**src/rtl/imem_ctrl_pkg.sv**
```systemverilog
// rtl/imem_ctrl_pkg.sv - shared types and constants for the instruction-memory controller
package imem_ctrl_pkg;

    typedef enum logic [1:0] {
        IDLE  = 2'd0,
        LOAD  = 2'd1,
        WRITE = 2'd2,
        DONE  = 2'd3
    } state_t;

    localparam int WORD_BYTES = 4;
    localparam int LEN_W      = 16;

endpackage

```
**src/rtl/imem_ctrl_byte_packer.sv**
```systemverilog
// rtl/imem_ctrl_byte_packer.sv - packs a byte stream little-endian into 32-bit words
module byte_packer
    import imem_ctrl_pkg::*;
(
    input  logic        clk,
    input  logic        rst,
    input  logic        clear,
    input  logic        push,
    input  logic [7:0]  data,
    output logic        word_full,
    output logic [31:0] word
);

    logic [1:0]  cnt_q;
    logic [31:0] word_q;

    // The lane being filled is the last one: this push completes the word.
    assign word_full = push && (cnt_q == 2'(WORD_BYTES - 1));
    assign word      = word_q;

    // Byte lane register and lane counter; first byte of a word lands in [7:0].
    always_ff @(posedge clk) begin
        if (rst || clear) begin
            cnt_q  <= 2'd0;
            word_q <= 32'd0;
        end else if (push) begin
            word_q[{cnt_q, 3'b000} +: 8] <= data;
            cnt_q                        <= cnt_q + 2'd1;
        end
    end

endmodule

```
**src/rtl/imem_ctrl.sv**
```systemverilog
// rtl/imem_ctrl.sv - fetch pass-through and byte-stream program loader for instruction memory
module imem_ctrl
    import imem_ctrl_pkg::*;
#(
    parameter int BYTES = 1024
) (
    input  logic             clk,
    input  logic             rst,
    input  logic             load_start,
    input  logic [LEN_W-1:0] load_len,
    input  logic             rx_valid,
    input  logic [7:0]       rx_data,
    output logic             rx_ready,
    input  logic [31:0]      fetch_a,
    output logic             core_stall,
    output logic             load_busy,
    output logic             load_done,
    output logic             load_err,
    output logic             mem_we,
    output logic [31:0]      mem_a,
    output logic [31:0]      mem_wd
);

    localparam int               WORDS   = BYTES / WORD_BYTES;
    localparam logic [LEN_W-1:0] WORDS_L = LEN_W'(WORDS);

    state_t           state_q, state_d;
    logic [LEN_W-1:0] word_idx_q, word_idx_d;
    logic [LEN_W-1:0] len_q, len_d;
    logic             err_q, err_d;
    logic             pk_clear;
    logic             pk_push;
    logic             pk_full;
    logic [31:0]      pk_word;

    byte_packer u_packer (
        .clk       (clk),
        .rst       (rst),
        .clear     (pk_clear),
        .push      (pk_push),
        .data      (rx_data),
        .word_full (pk_full),
        .word      (pk_word)
    );

    // State, word index, session length and sticky error flag.
    always_ff @(posedge clk) begin
        if (rst) begin
            state_q    <= IDLE;
            word_idx_q <= '0;
            len_q      <= '0;
            err_q      <= 1'b0;
        end else begin
            state_q    <= state_d;
            word_idx_q <= word_idx_d;
            len_q      <= len_d;
            err_q      <= err_d;
        end
    end

    // Next-state logic plus the address mux and handshake/status outputs.
    always_comb begin
        state_d    = state_q;
        word_idx_d = word_idx_q;
        len_d      = len_q;
        err_d      = err_q;
        pk_clear   = 1'b0;
        pk_push    = 1'b0;
        rx_ready   = 1'b0;
        mem_we     = 1'b0;
        load_done  = 1'b0;
        core_stall = 1'b1;
        mem_a      = {{(32 - LEN_W - 2){1'b0}}, word_idx_q, 2'b00};

        case (state_q)
            IDLE: begin
                core_stall = 1'b0;
                mem_a      = fetch_a;
                if (load_start) begin
                    if (load_len > WORDS_L) begin
                        err_d = 1'b1;
                    end else if (load_len == '0) begin
                        err_d   = 1'b0;
                        state_d = DONE;
                    end else begin
                        word_idx_d = '0;
                        len_d      = load_len;
                        err_d      = 1'b0;
                        pk_clear   = 1'b1;
                        state_d    = LOAD;
                    end
                end
            end
            LOAD: begin
                rx_ready = 1'b1;
                pk_push  = rx_valid;
                if (pk_full) begin
                    state_d = WRITE;
                end
            end
            WRITE: begin
                mem_we     = 1'b1;
                word_idx_d = word_idx_q + 1'b1;
                state_d    = (word_idx_d == len_q) ? DONE : LOAD;
            end
            DONE: begin
                load_done = 1'b1;
                state_d   = IDLE;
            end
            default: begin
                state_d = IDLE;
            end
        endcase
    end

    assign load_busy = core_stall;
    assign load_err  = err_q;
    assign mem_wd    = pk_word;

endmodule

```
**config.mk**
```make
export PLATFORM = sky130hd
export DESIGN_NAME = imem_ctrl
export DESIGN_NICKNAME = d
export VERILOG_FILES = /design/src/rtl/imem_ctrl_pkg.sv /design/src/rtl/imem_ctrl_byte_packer.sv /design/src/rtl/imem_ctrl.sv
export SDC_FILE = /design/constraint.sdc
export NUM_CORES = 1
export LEC_CHECK = 0
export CAP_MARGIN = 5
export CORE_MARGIN = 3
export CORE_UTILIZATION = 49
export DETAILED_ROUTE_END_ITERATION = 16
export PLACE_DENSITY_LB_ADDON = 0.25
export SLEW_MARGIN = 5
export SYNTH_ARGS = -nofsm -noshare
export SYNTH_HDL_FRONTEND = slang
export SYNTH_SLANG_ARGS = --single-unit
export TNS_END_PERCENT = 20
```
**constraint.sdc**
```tcl
create_clock -name clk -period 5.7 [get_ports clk]
set_input_delay 0.57 -clock clk [delete_from_list [all_inputs] [get_ports clk]]
set_output_delay 0.57 -clock clk [all_outputs]
set_load 0.01 [all_outputs]
```
**Word-level counts from Yosys, hierarchy flattened**

Cells that the tools add are included.

- Register bits after elaboration: 69
- Bits in latches: 0
- RAM bits: 0
- ROM bits: 0
- Bits of input ports: 60
- Memories: 0

- $add $sub $neg: 3
- Multipliers: 0
- Divide/modulo/power cells: 0
- Order comparisons: 1
- Eq/ne operators: 9
- Shift operators: 2
- Muxes and demuxes: 22
- Bitwise operators: 2
- Reduce and logical (&&, ||, !) cells: 9

Operators with widths:

| cell | count |
|---|---|
| 16-bit 2-to-1 mux | 3 |
| 32-bit bitwise mux | 1 |
| 32-bit 2-to-1 mux | 1 |
| 16-bit one-hot mux with 2 select lines | 1 |
| 8-bit by 7-bit variable shift with 32-bit output (first input constant) | 1 |
| 8-bit by 7-bit indexed part select with 32-bit output | 1 |
| 16-bit by 1-bit adder with 16-bit output (second input constant) | 1 |
| 16-bit == test | 1 |
| 16-bit by 9-bit > comparator with 1-bit output (second input constant) | 1 |
| 16-bit logical NOT | 1 |
| 1-bit 2-to-1 mux | 10 |
| 2-bit 2-to-1 mux | 5 |
| 2-bit != test (second input constant) | 4 |
| 2-bit one-hot mux with 4 select lines | 1 |
| 4-bit AND reduction | 2 |
| 5-bit negation with 7-bit output | 1 |
| 2-bit == test (second input constant) | 3 |
| 3-bit AND reduction | 1 |
| 2-bit by 1-bit adder with 2-bit output (second input constant) | 1 |
| 2-bit by 1-bit == test with 1-bit output (second input constant) | 1 |
| 2-bit logical NOT | 1 |
| 1-bit NOT | 2 |
| 2-bit AND reduction | 1 |
| 2-bit nonzero test | 1 |
| 2 further kinds | 2 |

**Longest topological paths before layout**

Gate-level depths: netlist of the first run.

- Depth in word-level cells: 6
- Depth in mapped cells: 9

**Cells and area by module**

From an unflattened synthesis of the first run, not the netlist that was laid out.

- Cells, all modules: 428
- Area, all modules: 3768.6 um^2

By module, submodules not included:

| module | instances | cells an instance | area each (um^2) | sequential area each (um^2) |
|---|---|---|---|---|
| imem_ctrl | 1 | 285 | 2393.5 | 700.7 |
| byte_packer | 1 | 143 | 1375.1 | 680.7 |

**Least setup slack after synthesis of the first run**

No wires, ideal clock.

- Path type: input port to flip-flop
- Start: input port load_len[0]
- End: register u_packer.word_q[31], in the netlist u_packer.word[31]
- Arrival: 2.194 ns
- Required time: 5.586 ns
- Path slack: 3.392 ns
- Stages on the path: 9
- Cell sequence: nor4_1 a21boi_1 or3_4 or3b_1 buf_6 nand2b_4 buf_12 buf_12 a21oi_2

- Longest elaborated chain between the ends: 6
- Elaborated cells on any way between the ends: 7
- Those cells by class: 1 x order compare; 4 x mux; 2 x reduce/logical

RTL lines:

| what | line | RTL |
|---|---|---|
| from (decl) | imem_ctrl.sv:10 | `input logic [LEN_W-1:0] load_len,` |
| branches (longest 2 deep; another with 16-bit by 9-bit > comparator with 1-bit output) | n/a |  |
| 1-bit 2-to-1 mux * | imem_ctrl.sv:80 | `if (load_len > WORDS_L) begin` |
| 1-bit 2-to-1 mux * | imem_ctrl.sv:79 | `if (load_start) begin` |
| 1-bit 2-to-1 mux * | imem_ctrl.sv:75 | `case (state_q)` |
| 1-bit logical OR * | imem_ctrl_byte_packer.sv:23 | `if (rst \|\| clear) begin` |
| to (signal, indexed assignment) | imem_ctrl_byte_packer.sv:27 | `word_q[{cnt_q, 3'b000} +: 8] <= data;` |
| to (decl) | imem_ctrl_byte_packer.sv:15 | `logic [31:0] word_q;` |

Mark *: on every way between the ends.
A chain may end at the register's enable or synchronous reset.

**Final worst setup path of the first run**

- Start: register state_q[0]
- End: output port mem_a[16]

- Longest elaborated chain between the ends: 2

RTL lines:

| what | line | RTL |
|---|---|---|
| from (decl) | imem_ctrl.sv:27 | `state_t state_q, state_d;` |
| from (signal assigned) | imem_ctrl.sv:54 | `state_q <= state_d;` |
| 2-bit logical NOT | imem_ctrl.sv:75 |  |
| 32-bit 2-to-1 mux | imem_ctrl.sv:75 |  |
| to (decl) | imem_ctrl.sv:20 | `output logic [31:0] mem_a,` |

No other way between the ends.

==> results of run 1 <==
worst max-delay path: stages (launching register included):
cell and delay [ns]:
dfxtp_1 0.40, nor2_2 0.68, buf_4 0.35, mux2_2 0.37, clkdlybuf4s50_1 0.49
power by group through the flow:
stage / clock network [uW] / registers, uW / logic (uW)
after floorplan: 0 / 494 / 34.0
after global placement: 0 / 494 / 102
after detailed placement: 0 / 494 / 103
after CTS: 453 / 483 / 104
after global routing: 471 / 483 / 109
final: 447 / 483 / 103
cell usage after synthesis (2+ instances only):
library cell / instances / share of area (%)
or4_1: 2 / 0.40
buf_1: 5 / 0.50
mux2i_1: 9 / 2.4
nor2_1: 35 / 3.5
dfxtp_1: 69 / 37
nand3b_1: 3 / 0.60
xnor2_1: 15 / 3.5
nand2b_1: 3 / 0.50
a311oi_1: 9 / 2.1
clkbuf_1: 16 / 1.6
buf_4: 2 / 0.40
nor3b_1: 5 / 1.0
nand2_1: 53 / 5.3
a21oi_2: 20 / 4.7
nand4_1: 5 / 0.83
nor3_1: 10 / 1.3
a31oi_1: 5 / 0.83
nand3_1: 41 / 5.5
buf_2: 2 / 0.27
o211ai_1: 4 / 0.80
buf_12: 3 / 1.6
a21oi_1: 24 / 3.2
xor2_1: 8 / 1.9
nor4_1: 3 / 0.50
and2_1: 26 / 4.3
nor2b_1: 4 / 0.67
ha_1: 6 / 2.0
mux2_2: 16 / 4.8
and3_1: 8 / 1.3
o31ai_1: 2 / 0.40
inv_1: 7 / 0.70
o21ai_0: 7 / 0.93
or3_1: 2 / 0.33
worst max-delay path by stage:
stage | from | to | slack, ns
2_1_floorplan | load_len[0] | u_packer.word[31] | 3.39
3_3_place_gp | load_len[4] | u_packer.cnt_q[0] | 2.27
3_5_place_dp | load_len[5] | u_packer.word[25] | 2.20
4_1_cts | state_q[0] | mem_a[16] | 2.42
5_1_grt | state_q[0] | mem_a[16] | 2.29
6_report | state_q[0] | mem_a[16] | 2.48
state kept, by name (all words and copies together), names as in the netlist:
name and flops:
u_packer.word 32, len_q 16, u_packer.cnt_q 2, load_err 1, state_q 2, word_idx_q 16
cells by family after synthesis:
kind of cell	share of synthesized area [%]
and+or+nand+nor	28.3
adders and majority gates	2.00
xor gates and xnor gates	5.37
buffers and inverters	5.77
DFF	36.8
muxes	7.20
AOI/OAI and AO/OA	14.5
routing by layer:
metal	wire length, um	global-route usage, %	vias up
met5	0	0	-
met4	149	8.06	0
met3	685	4.18	12
met2	5140	39.7	146
met1	4560	32.1	1737
li1	-	-	1784
area by class of cell:
type                    instances  area (um2)  area share, %
multi-input cells             341        2160           41.3
flip-flops and latches         69        1380           26.5
repair buffers                131        1310           25.0
clock buffers                  10         138           2.64
well taps                      99         124           2.37
clock inverters                 6        86.3           1.65
inverters                       7        26.3          0.503
per-stage QoR:
stage	util (%)	hold WS, ns	cells	total power (uW)
floorplan	-	0.445	447	528
global placement	68.2	0.438	647	596
detailed placement	68.2	0.446	647	597
CTS	71.2	0.455	663	1040
global route	71.2	0.483	663	1060
finish	71.2	0.453	663	1030
==> flow_summary.toml, run 1 <==
[power_and_ir_drop]
p_seq_share_pct = 46.7
pwr-share-clk_pct = 43.3
p_comb_share_pct = 10.0
p_switching_uw = 227
vdd_ir_drop_max_mv = 0.119
total_leakage_power_uw = 0.00187
intPower_uw = 806
cellPowerDensity_nw_per_um2 = 198
swShare_pct = 22.0

[sta]
maxSlewViolCount = 0
finalSetupViolations = 0
finalCritPeriodShare_pct = 56.5
rsz0062_at_grt = "false"
setup_tns_ns = 0
setup_ws_ns = 2.48
tightest_slew_ns = 0.922
relSlewSlack_pct = 38.4
max_freq_mhz = 310
fin_skew_ns = 0.00778
finalHoldViolCount = 0
min_period_ns = 3.22

[clocking]
cts.repair.resized = 0
cts_buffer_depth = 2
cts-htree-levels = 3
clkSinkCount = 69
clk_pin_slew_worst_paths_ns = 0.08
post_cts_buffers = 0
clkLatencyLatePin_ns = 0.35
cts_tree = "yes"
cts_root_buf = "clkbuf_8"
cts_made_buffers = 9
cts_hold_buffers = 0

[die]
placement_rows = 31
die_h_um = 93.5
die-area_um2 = 8750
core_um2 = 7330
start_util_pct = 51.2
die_x_um = 93.5
io_pins = 130

[placed_design]
portBuffers = 129
dp_hpwl_um = 7830
dp_worst_setup_slack_ns = 2.20
gp_congestion = 0.808
placed_cell_area_um2 = 5000

[yosys]
ys_ff_latch = 69
async_flop_share_pct = 0
syn_area_per_cell_um2 = 8.40
synth_flop_cell = "dfxtp_1"
yosysSeqAreaShare_pct = 36.8
yosysWarnings = 0
synth_edf_count = 0
syn-num-nets = 513
netlist_area_um2 = 3750
synthCells = 447
ys_types = 51

[flow_run]
max_cap_viol_count = 0

[worst_hold_path]
hold_start = "u_packer.word[29]"
hp-class = "reg2reg"
hold_end = "u_packer.word[29]"
worstHoldPathCells = 2

[grt]
grt_pass1_vias = 3466
grt_start_max_net_pins = 35
grt_pass1_wl_um = 16900
grt_overflow_total = 0
antenna_found_initial = 0
grt_usage_pct = 24.2

[cells_and_area]
fill_cells = 559
drive_gt1_share_pct = 11.0
syn2layout_area_growth_pct = 39.1
layout_common_cells = "clkdlybuf4s50_1, dfxtp_1, nand2_1"
finish.instance_area_um2 = 5220
finalNetCount = 625
diodes = 0
layout_commonest_cell = "clkdlybuf4s50_1"

[worst_setup_path]
cp_data_arrival_time_ns = 2.65
rr_startpoint = "state_q[0]"
r2r-end = "u_packer.word[1]"
start_kind = "register"
critical_path_required_ns = 5.13
critPathMaxFanout = 24
end_kind = "output port"
critPathKind = "reg2out"
rr_worst_depth = 5
reg2reg_slack_ns = 2.90

[routing]
wl_um = 10500
detail-route-antenna-nets = 0
drtIter0Drc = 205
wire_per_inst_um = 15.9
viasPerCell = 5.55
vias = 3679
dr.pass1.iters = 4
drc = 0

[outcome]
run_status = "finished clean"
No activity file was read; power rests on OpenSTA's default activity.
==> run 2: changes to the inputs <==
CORE_UTILIZATION = 46   (was 49)
clock period = 3 ns   (was 5.7 ns; I/O delays follow)
==> flow_summary.toml, run 2 (synthesized netlist as in run 1, its figures left out) <==
[routing]
dr.pass1.iters = 5
drc = 0
wire_per_inst_um = 15.4
wl_um = 10300
drtIter0Drc = 252
viasPerCell = 5.42
detail-route-antenna-nets = 0
vias = 3628

[clocking]
clk_pin_slew_worst_paths_ns = 0.07
cts_root_buf = "clkbuf_8"
cts.repair.resized = 0
post_cts_buffers = 0
clkLatencyLatePin_ns = 0.34
cts-htree-levels = 3
cts_tree = "yes"
cts_made_buffers = 9
cts_buffer_depth = 2
clkSinkCount = 69
cts_hold_buffers = 0

[sta]
relSlewSlack_pct = 37.6
max_freq_mhz = 421
finalSetupViolations = 0
min_period_ns = 2.37
rsz0062_at_grt = "false"
hold_slack_ns = 0.461
tightest_slew_ns = 0.934
setup_tns_ns = 0
finalHoldViolCount = 0
fin_skew_ns = 0.00525
finalCritPeriodShare_pct = 79.1
maxSlewViolCount = 0

[worst_setup_path]
end_kind = "output port"
start_kind = "register"
critPathKind = "reg2out"
rr_worst_depth = 6
critPathMaxFanout = 35
critical_path_required_ns = 2.70
cp_data_arrival_time_ns = 2.07

[die]
die_h_um = 96.3
die_x_um = 96.3
core_um2 = 7810
start_util_pct = 48.1
die-area_um2 = 9280
placement_rows = 32
io_pins = 130

[cells_and_area]
diodes = 0
multi_input_comb_area_um2 = 2160
layout_common_cells = "clkdlybuf4s50_1, dfxtp_1, nand2_1"
regArea_um2 = 1380
layout_commonest_cell = "clkdlybuf4s50_1"
finalNetCount = 629
syn2layout_area_growth_pct = 38.8
largest_reg_flops = 32
post-route-util_pct = 66.7
drive_gt1_share_pct = 11.3
fill_cells = 673

[placed_design]
portBuffers = 129
gp_congestion = 0.822
dp_hpwl_um = 7680

[flow_run]
max_cap_viol_count = 0

[grt]
grt_pass1_wl_um = 16400
grt_pass1_vias = 3425
grt_usage_pct = 22.5
grt_overflow_total = 0
antenna_found_initial = 0
grt_start_max_net_pins = 36

[outcome]
run_status = "finished clean"

[power_and_ir_drop]
vdd_ir_drop_max_mv = 0.229
total_leakage_power_uw = 0.00186
cellPowerDensity_nw_per_um2 = 352

[worst_hold_path]
hp-class = "reg2reg"
worstHoldPathCells = 2
-- run 2: cell types whose count changed in the layout (fill, tap and decap cells not counted) --
cell,before,now
buf_4,2,6
bufinv_16,2,1
clkbuf_1,0,1
clkbuf_8,10,9
clkinv_2,2,3
clkinv_4,1,0
-- run 2: power by group --
part | switching (uW) | internal, uW | total [uW]
Combinational | 69.1 | 126 | 195
Clock | 346 | 375 | 721
Sequential | 0.750 | 917 | 917
-- run 2: critical path, stage by stage, from the launching register on --
cell and delay, ns:
dfxtp_1 0.39, nor2_2 0.12, buf_4 0.34, mux2_2 0.38, clkdlybuf4s50_1 0.48
-- run 2: per-stage QoR --
step / instance area [um2] / instances / setup WS [ns] / total power [uW]
final: 5210 / 669 / 0.626 / 1830
after global routing: 5210 / 669 / 0.509 / 1900
after CTS: 5210 / 669 / 0.615 / 1840
after detailed placement: 5030 / 654 / 0.293 / 1130
after global placement: 5030 / 654 / 0.312 / 1130
after floorplan: 3750 / 447 / 0.962 / 1000
-- run 2: area by class of cell --
class / instances / area share, %
multi-input cells: 341 / 41.4
flip-flops and latches: 69 / 26.5
repair buffers: 135 / 25.6
clock buffers: 10 / 2.45
well taps: 102 / 2.45
clock inverters: 5 / 1.01
inverters: 7 / 0.504
-- run 2: path summary, 6_finish.rpt --
path	start	to	slack (ns)
max	state_q[0]	mem_a[15]	0.63
max reg2reg	word_idx_q[2]	state_q[1]	0.76
min reg2reg	u_packer.word[8]	u_packer.word[8]	0.46
min	u_packer.word[8]	u_packer.word[8]	0.46
-- run 2: layer usage --
metal | track usage [%] | part of all wire (%) | up-vias
li1 | - | - | 1793
met1 | 30.8 | 44 | 1669
met2 | 34.7 | 46 | 152
met3 | 5.79 | 9.6 | 14
met4 | 7.24 | 1.2 | 0
met5 | 0 | 0 | -
